[src/rtl/multiply_divide_unit_if.sv]
// Operand/handshake/result bundle between the ID/EX operand latch, the
// pipeline control and the iterative multiply/divide unit.
interface multiply_divide_unit_if #(parameter int WIDTH = 16);
    logic             start;
    logic [1:0]       op;
    logic [WIDTH-1:0] data_in_A;
    logic [WIDTH-1:0] data_in_B;
    logic             busy;
    logic             done;
    logic             div_zero;
    logic [WIDTH-1:0] hi_out;
    logic [WIDTH-1:0] lo_out;

    modport master (
        output start, op, data_in_A, data_in_B,
        input  busy, done, div_zero, hi_out, lo_out
    );

    modport slave (
        input  start, op, data_in_A, data_in_B,
        output busy, done, div_zero, hi_out, lo_out
    );
endinterface

[src/rtl/multiply_divide_unit.sv]
// Iterative MULT/MULTU/DIV/DIVU: works on magnitudes for WIDTH cycles
// (shift-add or restoring divide), then applies signs and writes HI/LO.
module multiply_divide_unit #(
    parameter int WIDTH = 16
) (
    input logic                  clk,
    input logic                  rst,
    multiply_divide_unit_if.slave bus
);
    localparam int CW = $clog2(WIDTH);

    typedef enum logic [1:0] {IDLE, CALC, FIX} state_t;

    state_t           state_q, state_d;
    logic [1:0]       op_q, op_d;
    logic [WIDTH-1:0] mag_b_q, mag_b_d;
    logic [WIDTH-1:0] acc_q, acc_d;
    logic [WIDTH-1:0] sh_q, sh_d;
    logic [CW-1:0]    count_q, count_d;
    logic             neg_q, neg_d;
    logic             rem_neg_q, rem_neg_d;
    logic             dz_q, dz_d;
    logic             busy_q, busy_d;
    logic             done_q, done_d;
    logic             div_zero_q, div_zero_d;
    logic [WIDTH-1:0] hi_q, hi_d;
    logic [WIDTH-1:0] lo_q, lo_d;

    logic               a_neg, b_neg, launch_dz;
    logic [WIDTH-1:0]   mag_a, mag_b;
    logic [WIDTH:0]     add_sum, trial;
    logic [2*WIDTH-1:0] prod_fix;

    always_comb begin
        state_d    = state_q;
        op_d       = op_q;
        mag_b_d    = mag_b_q;
        acc_d      = acc_q;
        sh_d       = sh_q;
        count_d    = count_q;
        neg_d      = neg_q;
        rem_neg_d  = rem_neg_q;
        dz_d       = dz_q;
        busy_d     = busy_q;
        done_d     = 1'b0;
        div_zero_d = div_zero_q;
        hi_d       = hi_q;
        lo_d       = lo_q;

        a_neg     = bus.op[0] & bus.data_in_A[WIDTH-1];
        b_neg     = bus.op[0] & bus.data_in_B[WIDTH-1];
        mag_a     = a_neg ? -bus.data_in_A : bus.data_in_A;
        mag_b     = b_neg ? -bus.data_in_B : bus.data_in_B;
        launch_dz = bus.op[1] && (bus.data_in_B == '0);

        // acc holds the running product high half / partial remainder;
        // sh holds the multiplier bits still to consume / dividend-into-quotient.
        add_sum  = {1'b0, acc_q} + (sh_q[0] ? {1'b0, mag_b_q} : '0);
        trial    = {acc_q, sh_q[WIDTH-1]} - {1'b0, mag_b_q};
        prod_fix = neg_q ? -{acc_q, sh_q} : {acc_q, sh_q};

        case (state_q)
            IDLE: begin
                if (bus.start) begin
                    op_d      = bus.op;
                    mag_b_d   = mag_b;
                    sh_d      = mag_a;
                    acc_d     = '0;
                    count_d   = '0;
                    neg_d     = a_neg ^ b_neg;
                    rem_neg_d = a_neg;
                    dz_d      = launch_dz;
                    busy_d    = 1'b1;
                    if (launch_dz) begin
                        acc_d   = bus.data_in_A;
                        state_d = FIX;
                    end else begin
                        state_d = CALC;
                    end
                end
            end
            CALC: begin
                if (!op_q[1]) begin
                    acc_d = add_sum[WIDTH:1];
                    sh_d  = {add_sum[0], sh_q[WIDTH-1:1]};
                end else if (!trial[WIDTH]) begin
                    acc_d = trial[WIDTH-1:0];
                    sh_d  = {sh_q[WIDTH-2:0], 1'b1};
                end else begin
                    acc_d = {acc_q[WIDTH-2:0], sh_q[WIDTH-1]};
                    sh_d  = {sh_q[WIDTH-2:0], 1'b0};
                end
                count_d = count_q + 1'b1;
                if (count_q == CW'(WIDTH - 1)) state_d = FIX;
            end
            FIX: begin
                busy_d     = 1'b0;
                done_d     = 1'b1;
                div_zero_d = dz_q;
                state_d    = IDLE;
                if (dz_q) begin
                    hi_d = acc_q;
                    lo_d = '1;
                end else if (op_q[1]) begin
                    hi_d = rem_neg_q ? -acc_q : acc_q;
                    lo_d = neg_q ? -sh_q : sh_q;
                end else begin
                    {hi_d, lo_d} = prod_fix;
                end
            end
            default: state_d = IDLE;
        endcase
    end

    always_ff @(posedge clk or negedge rst) begin
        if (!rst) begin
            state_q    <= IDLE;
            op_q       <= '0;
            mag_b_q    <= '0;
            acc_q      <= '0;
            sh_q       <= '0;
            count_q    <= '0;
            neg_q      <= 1'b0;
            rem_neg_q  <= 1'b0;
            dz_q       <= 1'b0;
            busy_q     <= 1'b0;
            done_q     <= 1'b0;
            div_zero_q <= 1'b0;
            hi_q       <= '0;
            lo_q       <= '0;
        end else begin
            state_q    <= state_d;
            op_q       <= op_d;
            mag_b_q    <= mag_b_d;
            acc_q      <= acc_d;
            sh_q       <= sh_d;
            count_q    <= count_d;
            neg_q      <= neg_d;
            rem_neg_q  <= rem_neg_d;
            dz_q       <= dz_d;
            busy_q     <= busy_d;
            done_q     <= done_d;
            div_zero_q <= div_zero_d;
            hi_q       <= hi_d;
            lo_q       <= lo_d;
        end
    end

    assign bus.busy     = busy_q;
    assign bus.done     = done_q;
    assign bus.div_zero = div_zero_q;
    assign bus.hi_out   = hi_q;
    assign bus.lo_out   = lo_q;
endmodule

[src/flat_wrapper.sv]
// flat-port wrapper written by rule: the top's interface ports become plain ports
module multiply_divide_unit_flat 
#(
    parameter int WIDTH = 16
)
  (clk, rst, bus_start, bus_op, bus_data_in_A, bus_data_in_B, bus_busy, bus_done, bus_div_zero, bus_hi_out, bus_lo_out);
  multiply_divide_unit_if #(.WIDTH(WIDTH)) bus_i ();
  input logic clk;
  input logic rst;
  input wire logic [$bits(bus_i.start)-1:0] bus_start;
  input wire logic [$bits(bus_i.op)-1:0] bus_op;
  input wire logic [$bits(bus_i.data_in_A)-1:0] bus_data_in_A;
  input wire logic [$bits(bus_i.data_in_B)-1:0] bus_data_in_B;
  output wire logic [$bits(bus_i.busy)-1:0] bus_busy;
  output wire logic [$bits(bus_i.done)-1:0] bus_done;
  output wire logic [$bits(bus_i.div_zero)-1:0] bus_div_zero;
  output wire logic [$bits(bus_i.hi_out)-1:0] bus_hi_out;
  output wire logic [$bits(bus_i.lo_out)-1:0] bus_lo_out;
  assign bus_i.start = bus_start;
  assign bus_i.op = bus_op;
  assign bus_i.data_in_A = bus_data_in_A;
  assign bus_i.data_in_B = bus_data_in_B;
  assign bus_busy = bus_i.busy;
  assign bus_done = bus_i.done;
  assign bus_div_zero = bus_i.div_zero;
  assign bus_hi_out = bus_i.hi_out;
  assign bus_lo_out = bus_i.lo_out;
  multiply_divide_unit #(.WIDTH(WIDTH)) u_core (.clk(clk), .rst(rst), .bus(bus_i));
endmodule
[config.mk]
export PLATFORM = sky130hd
export DESIGN_NAME = multiply_divide_unit_flat
export DESIGN_NICKNAME = d
export VERILOG_FILES = /design/src/rtl/multiply_divide_unit_if.sv /design/src/rtl/multiply_divide_unit.sv /design/src/flat_wrapper.sv
export SDC_FILE = /design/constraint.sdc
export NUM_CORES = 1
export LEC_CHECK = 0
export BUFFER_PORTS_ARGS = -buffer_cell sky130_fd_sc_hd__buf_2
export CORE_UTILIZATION = 61
export DETAILED_ROUTE_END_ITERATION = 12
export GPL_TIMING_DRIVEN = 0
export HOLD_SLACK_MARGIN = 0.05
export PLACE_DENSITY = 0.8
export SYNTH_ARGS = -nofsm -noshare
export SYNTH_HDL_FRONTEND = slang
export SYNTH_SLANG_ARGS = --single-unit
[constraint.sdc]
create_clock -name clk -period 3.79 [get_ports clk]
set_input_delay 1.137 -clock clk [delete_from_list [all_inputs] [get_ports clk]]
set_output_delay 1.137 -clock clk [all_outputs]
set_load 0.01 [all_outputs]
**Word-level counts from Yosys, hierarchy flattened**

Cells that the tools add are included.

- Mux-type cells: 28
- Reduce and logical (&&, ||, !) cells: 9
- Eq/ne operators: 5
- Add/sub/neg operators: 8
- Bitwise operators: 3

Operators by type and width:

| operator | number |
|---|---|
| $mux 16 | 15 |
| $neg 16->16 | 4 |
| $pmux 16 s2 | 2 |
| $mux 32 | 1 |
| $neg 32->32 | 1 |
| $add 16x17->17 | 1 |
| $sub 17x16->17 | 1 |
| $logic_not 16->1 | 1 |
| $pmux 4 s2 | 1 |
| $reduce_and 2->1 | 4 |
| $mux 2 | 3 |
| $add 4x1->4 const B | 1 |
| $eq 4x4->1 const B | 1 |
| $mux 4 | 1 |
| $pmux 2 s2 | 1 |
| $reduce_bool 2->1 | 2 |
| $mux 1 | 3 |
| $and 1x1->1 | 2 |
| $eq 2x1->1 const B | 1 |
| $eq 2x2->1 const B | 1 |
| $logic_not 2->1 | 1 |
| $ne 2x1->1 const B | 1 |
| $ne 2x2->1 const B | 1 |
| $pmux 1 s2 | 1 |
| other kinds (2) | 2 |

- Logic and storage cells: 67
- Flip-flop bits (word level): 94
- Output and inout bits: 35
- Input port bits: 37

**Longest topological paths before layout**

- Word-level depth: 5
- Depth in mapped cells: 12
- Mapped depth without buffers: 11

**Worst setup path after synthesis**

No wires, ideal clock.

- Path kind: register to register
- From: register u_core.sh_q[0]
- To: register u_core.acc_q[13]
- Period minus slack after synthesis: 2.965 ns
- Buffers on the path: 0
- Data required time: 3.656 ns
- Setup slack: 0.825 ns
- Library setup time: 0.134 ns
- Stages on the path, launching flop included: 12
- Arrival: 2.831 ns
- Cells stage by stage: dfrtp_1 and2_1 ha_1 fa_1 a211oi_2 nor2_1 or4_4 o2bb2ai_1 o41a_1 xor2_1 a222oi_1 o21ai_1

- Word-level cells in the longest chain between the ends: 4

Ends and longest elaborated chain:

| what | RTL line | source |
|---|---|---|
| start: declaration | multiply_divide_unit.sv:18 | `logic [WIDTH-1:0] sh_q, sh_d;` |
| start signal: assignment | multiply_divide_unit.sv:121 | `sh_q <= '0;` |
| start signal: assignment | multiply_divide_unit.sv:136 | `sh_q <= sh_d;` |
| $mux 16 | multiply_divide_unit.sv:58 | `add_sum = {1'b0, acc_q} + (sh_q[0] ? {1'b0, mag_b_q} : '0);` |
| $add 16x17->17 | multiply_divide_unit.sv:58 |  |
| $mux 16 | multiply_divide_unit.sv:83 | `if (!op_q[1]) begin` |
| $pmux 16 s2 | multiply_divide_unit.sv:62 | `case (state_q)` |
| end signal: assignment | multiply_divide_unit.sv:120 | `acc_q <= '0;` |
| end signal: assignment | multiply_divide_unit.sv:135 | `acc_q <= acc_d;` |
| end: declaration | multiply_divide_unit.sv:17 | `logic [WIDTH-1:0] acc_q, acc_d;` |

No other way between the ends.
A chain may end at the register's enable or synchronous reset.

**Worst setup path in the final report**

Same ends and word-level chain as after synthesis.

==> metrics <==
Slew headroom 0.5208; cell with the most instances after synthesis nand2_1; achievable frequency 288.0 MHz; critical path capture point type flop; CTS tree built; Post-synth EDFFs 0; Post-DRT Antenna Nets 0; num ports 72; most area-consuming cells after synthesis dfrtp_1 32%, o21ai_0 6.8%, ha_1 6.4%, xnor2_1 5.8%, nand2_1 5.3%; number of global-route vias before repair 6456; Die ar. 12230 µm²; ys async rst share 1.000; WP data arrival 3.69 ns; register area 2327 µm²; Clock Sinks 93; CTS max path bufs 2; worst path required time 4.00 ns; Worst Max-Slew Pin Slew 0.7113 ns; worst skew pair latency 0.35 ns; final wirelength 19.58 mm; Post-Syn Nets 945; RSZ-0062 raised after global routing no; Worst-path clk slew 0.07 ns; area leader, netlist dfrtp_1; Final HPWL DP 15.05 mm; 1st-iter DRT viols 600; Synth Instances 869; final setup violation count 0; hold_sp u_core.bus.lo_out[0]; final worst path period share 0.9162; max-slew violations 0; setup bufs post-CTS 0; crit path kind reg -> reg; first-pass GRT wire length 32.32 mm; DR WL/cell 17.80 µm; Chip Width 110.6 µm; synth warn 0; r2r setup slk 0.32 ns; Syn Area/Cell 8.276 µm²; max-cap violations 0; status finished, final reports clean; CP max FO 10; Die Span Y 110.6 µm; Synth Cell Area 7192 µm²; final hold slack 0.4603 ns; initial antenna violation count 0; reg2reg path depth 12; Initial Utilization 0.6272; TNS Setup 0 ns; CTS buffer count 9; total grt overflow 0; routed vias 6836; I/O Buffers 71; area fraction of the dominant cell type after synthesis 0.3236; Reg-to-Reg End u_core.acc_q[13]; DRC viols 0; pin count of the biggest net entering global routing 63; synthesis-to-layout area growth 12.20%; cts hold-fix bufs 0; routed vias/inst 6.215; H-Tree Depth 3; area of the multi-input gates 4542 µm²; Total GRT Usage 0.3296; gpl congestion 0.9524; DR pass1 iterations 6; row cnt 39; CTS root buffer clkbuf_16; layout cells sized above 1 0.1296; Core Footprint 11470 µm²; Final Hold Vio Count 0; Final nets 1028; most common library cells after synthesis 101 x nand2_1, 97 x o21ai_0, 93 x dfrtp_1, 86 x nor2_1, 65 x a21oi_1; Leakage Power 0.003655 µW; Hold EP u_core.bus.lo_out[0]; maximum clock skew at final layout 0.007089 ns; Worst Hold Class reg -> reg; register area share after synthesis 0.3236; filler instances 985; Startpoint Class flop; origin of the critical flop-to-flop path u_core.sh_q[0]; Tmin final 3.472 ns; n_diodes 0; Synth cell types 78; maximum VDD drop 0.4779 mV; post-CTS sizing 0; Post-synth top flop dfrtp_1; pwr/cell area 1030 nW/µm²; Yosys reg bits 93; worst hold path depth 2
==> placed cells by master, fill, tap and decap left out, types with 4 or more instances in the layout <==
cell type	count
a31oi_1	12
o21a_1	9
buf_2	73
nand2_1	101
dfrtp_1	93
a221oi_1	5
xor2_1	29
mux2i_1	29
nand2b_1	12
nand4_1	5
nor2_1	86
nand3_1	12
xnor2_1	48
inv_1	35
clkbuf_1	29
ha_1	37
a22oi_1	5
a21o_1	9
buf_1	5
or2_2	4
a222oi_1	7
clkbuf_16	9
o21ai_1	9
a211oi_1	7
or3_1	10
a21oi_1	65
o21ai_0	97
nor3b_1	4
nor3_1	22
o31ai_1	8
==> sequential cells by signal, indices dropped and copies added (netlist names) <==
signal	flops
u_core.acc_q	16
u_core.bus.busy	1
u_core.bus.div_zero	1
u_core.bus.done	1
u_core.bus.hi_out	16
u_core.bus.lo_out	16
u_core.count_q	4
u_core.dz_q	1
u_core.mag_b_q	16
u_core.neg_q	1
u_core.op_q	1
u_core.rem_neg_q	1
u_core.sh_q	16
u_core.state_q	2
==> logic make-up (layout without fill, tap and decap cells) <==
kind of cell               after synthesis  after routing  share of synthesized area
and+or+nand+nor                        285            285                     0.1884
xor gates and xnor gates                77             77                    0.09377
DFF                                     93             93                     0.3236
buffers and inverters                   77            165                    0.04488
adders and majority gates               39             39                    0.06994
muxes                                   32             32                    0.04610
AOI/OAI and AO/OA                      266            266                     0.2333
==> where the power goes <==
group          internal [µW]  switching, µW
logic                   2310           3120
clock network            551            393
registers               1420            513
==> metal layers <==
layer | vias up | share of wire | track usage
met2 | 311 | 0.46 | 0.5383
met1 | 3212 | 0.43 | 0.4335
li1 | 3268 | - | -
met5 | - | 0 | 0
met3 | 45 | 0.072 | 0.04336
met4 | 0 | 0.037 | 0.1564
==> cell type report <==
type / count / share of cell area
well taps: 143 / 0.02217
flip-flops and latches: 93 / 0.2884
clock inverters: 4 / 0.006978
clock buffers: 12 / 0.03179
inverters: 36 / 0.01675
multi-input cells: 699 / 0.5629
repair buffers: 72 / 0.04776
plain buffers: 41 / 0.02326
==> per-stage QoR <==
step,instances,power (µW),utilization,instance area [µm²],worst slack (ns)
floorplan,869,5932,-,7192,0.8255
global placement,1083,7115,0.6738,7726,0.4317
detailed placement,1084,7242,0.6764,7756,0.4205
CTS,1100,8212,0.7037,8069,0.4010
global route,1100,8966,0.7037,8069,0.1912
finish,1100,8315,0.7037,8069,0.3177
==> worst max-delay path by stage <==
stage          depth (start not counted)  slack, ns        startpoint                     to
2_1_floorplan                         11       0.83    u_core.sh_q[0]       u_core.acc_q[13]
3_3_place_gp                           9       0.43  bus_data_in_B[8]        u_core.acc_q[9]
3_5_place_dp                          10       0.42  bus_data_in_B[8]       u_core.acc_q[11]
4_1_cts                               12       0.40    u_core.sh_q[0]       u_core.acc_q[13]
5_1_grt                               11       0.19    u_core.sh_q[0]  u_core.bus.hi_out[10]
6_report                              12       0.32    u_core.sh_q[0]       u_core.acc_q[13]
==> critical path: stages (launching register included) <==
cell and delay [ns]:
dfrtp_1 0.47, clkinv_1 0.19, buf_1 0.57, nor2_1 0.12
ha_1 0.37, a21oi_1 0.22, nor2_1 0.07, a211oi_1 0.26
o2bb2ai_1 0.14, o41a_1 0.33, xor2_1 0.15, a222oi_1 0.31
o21ai_1 0.11
Note: power is estimated with default switching activity, not from simulation.
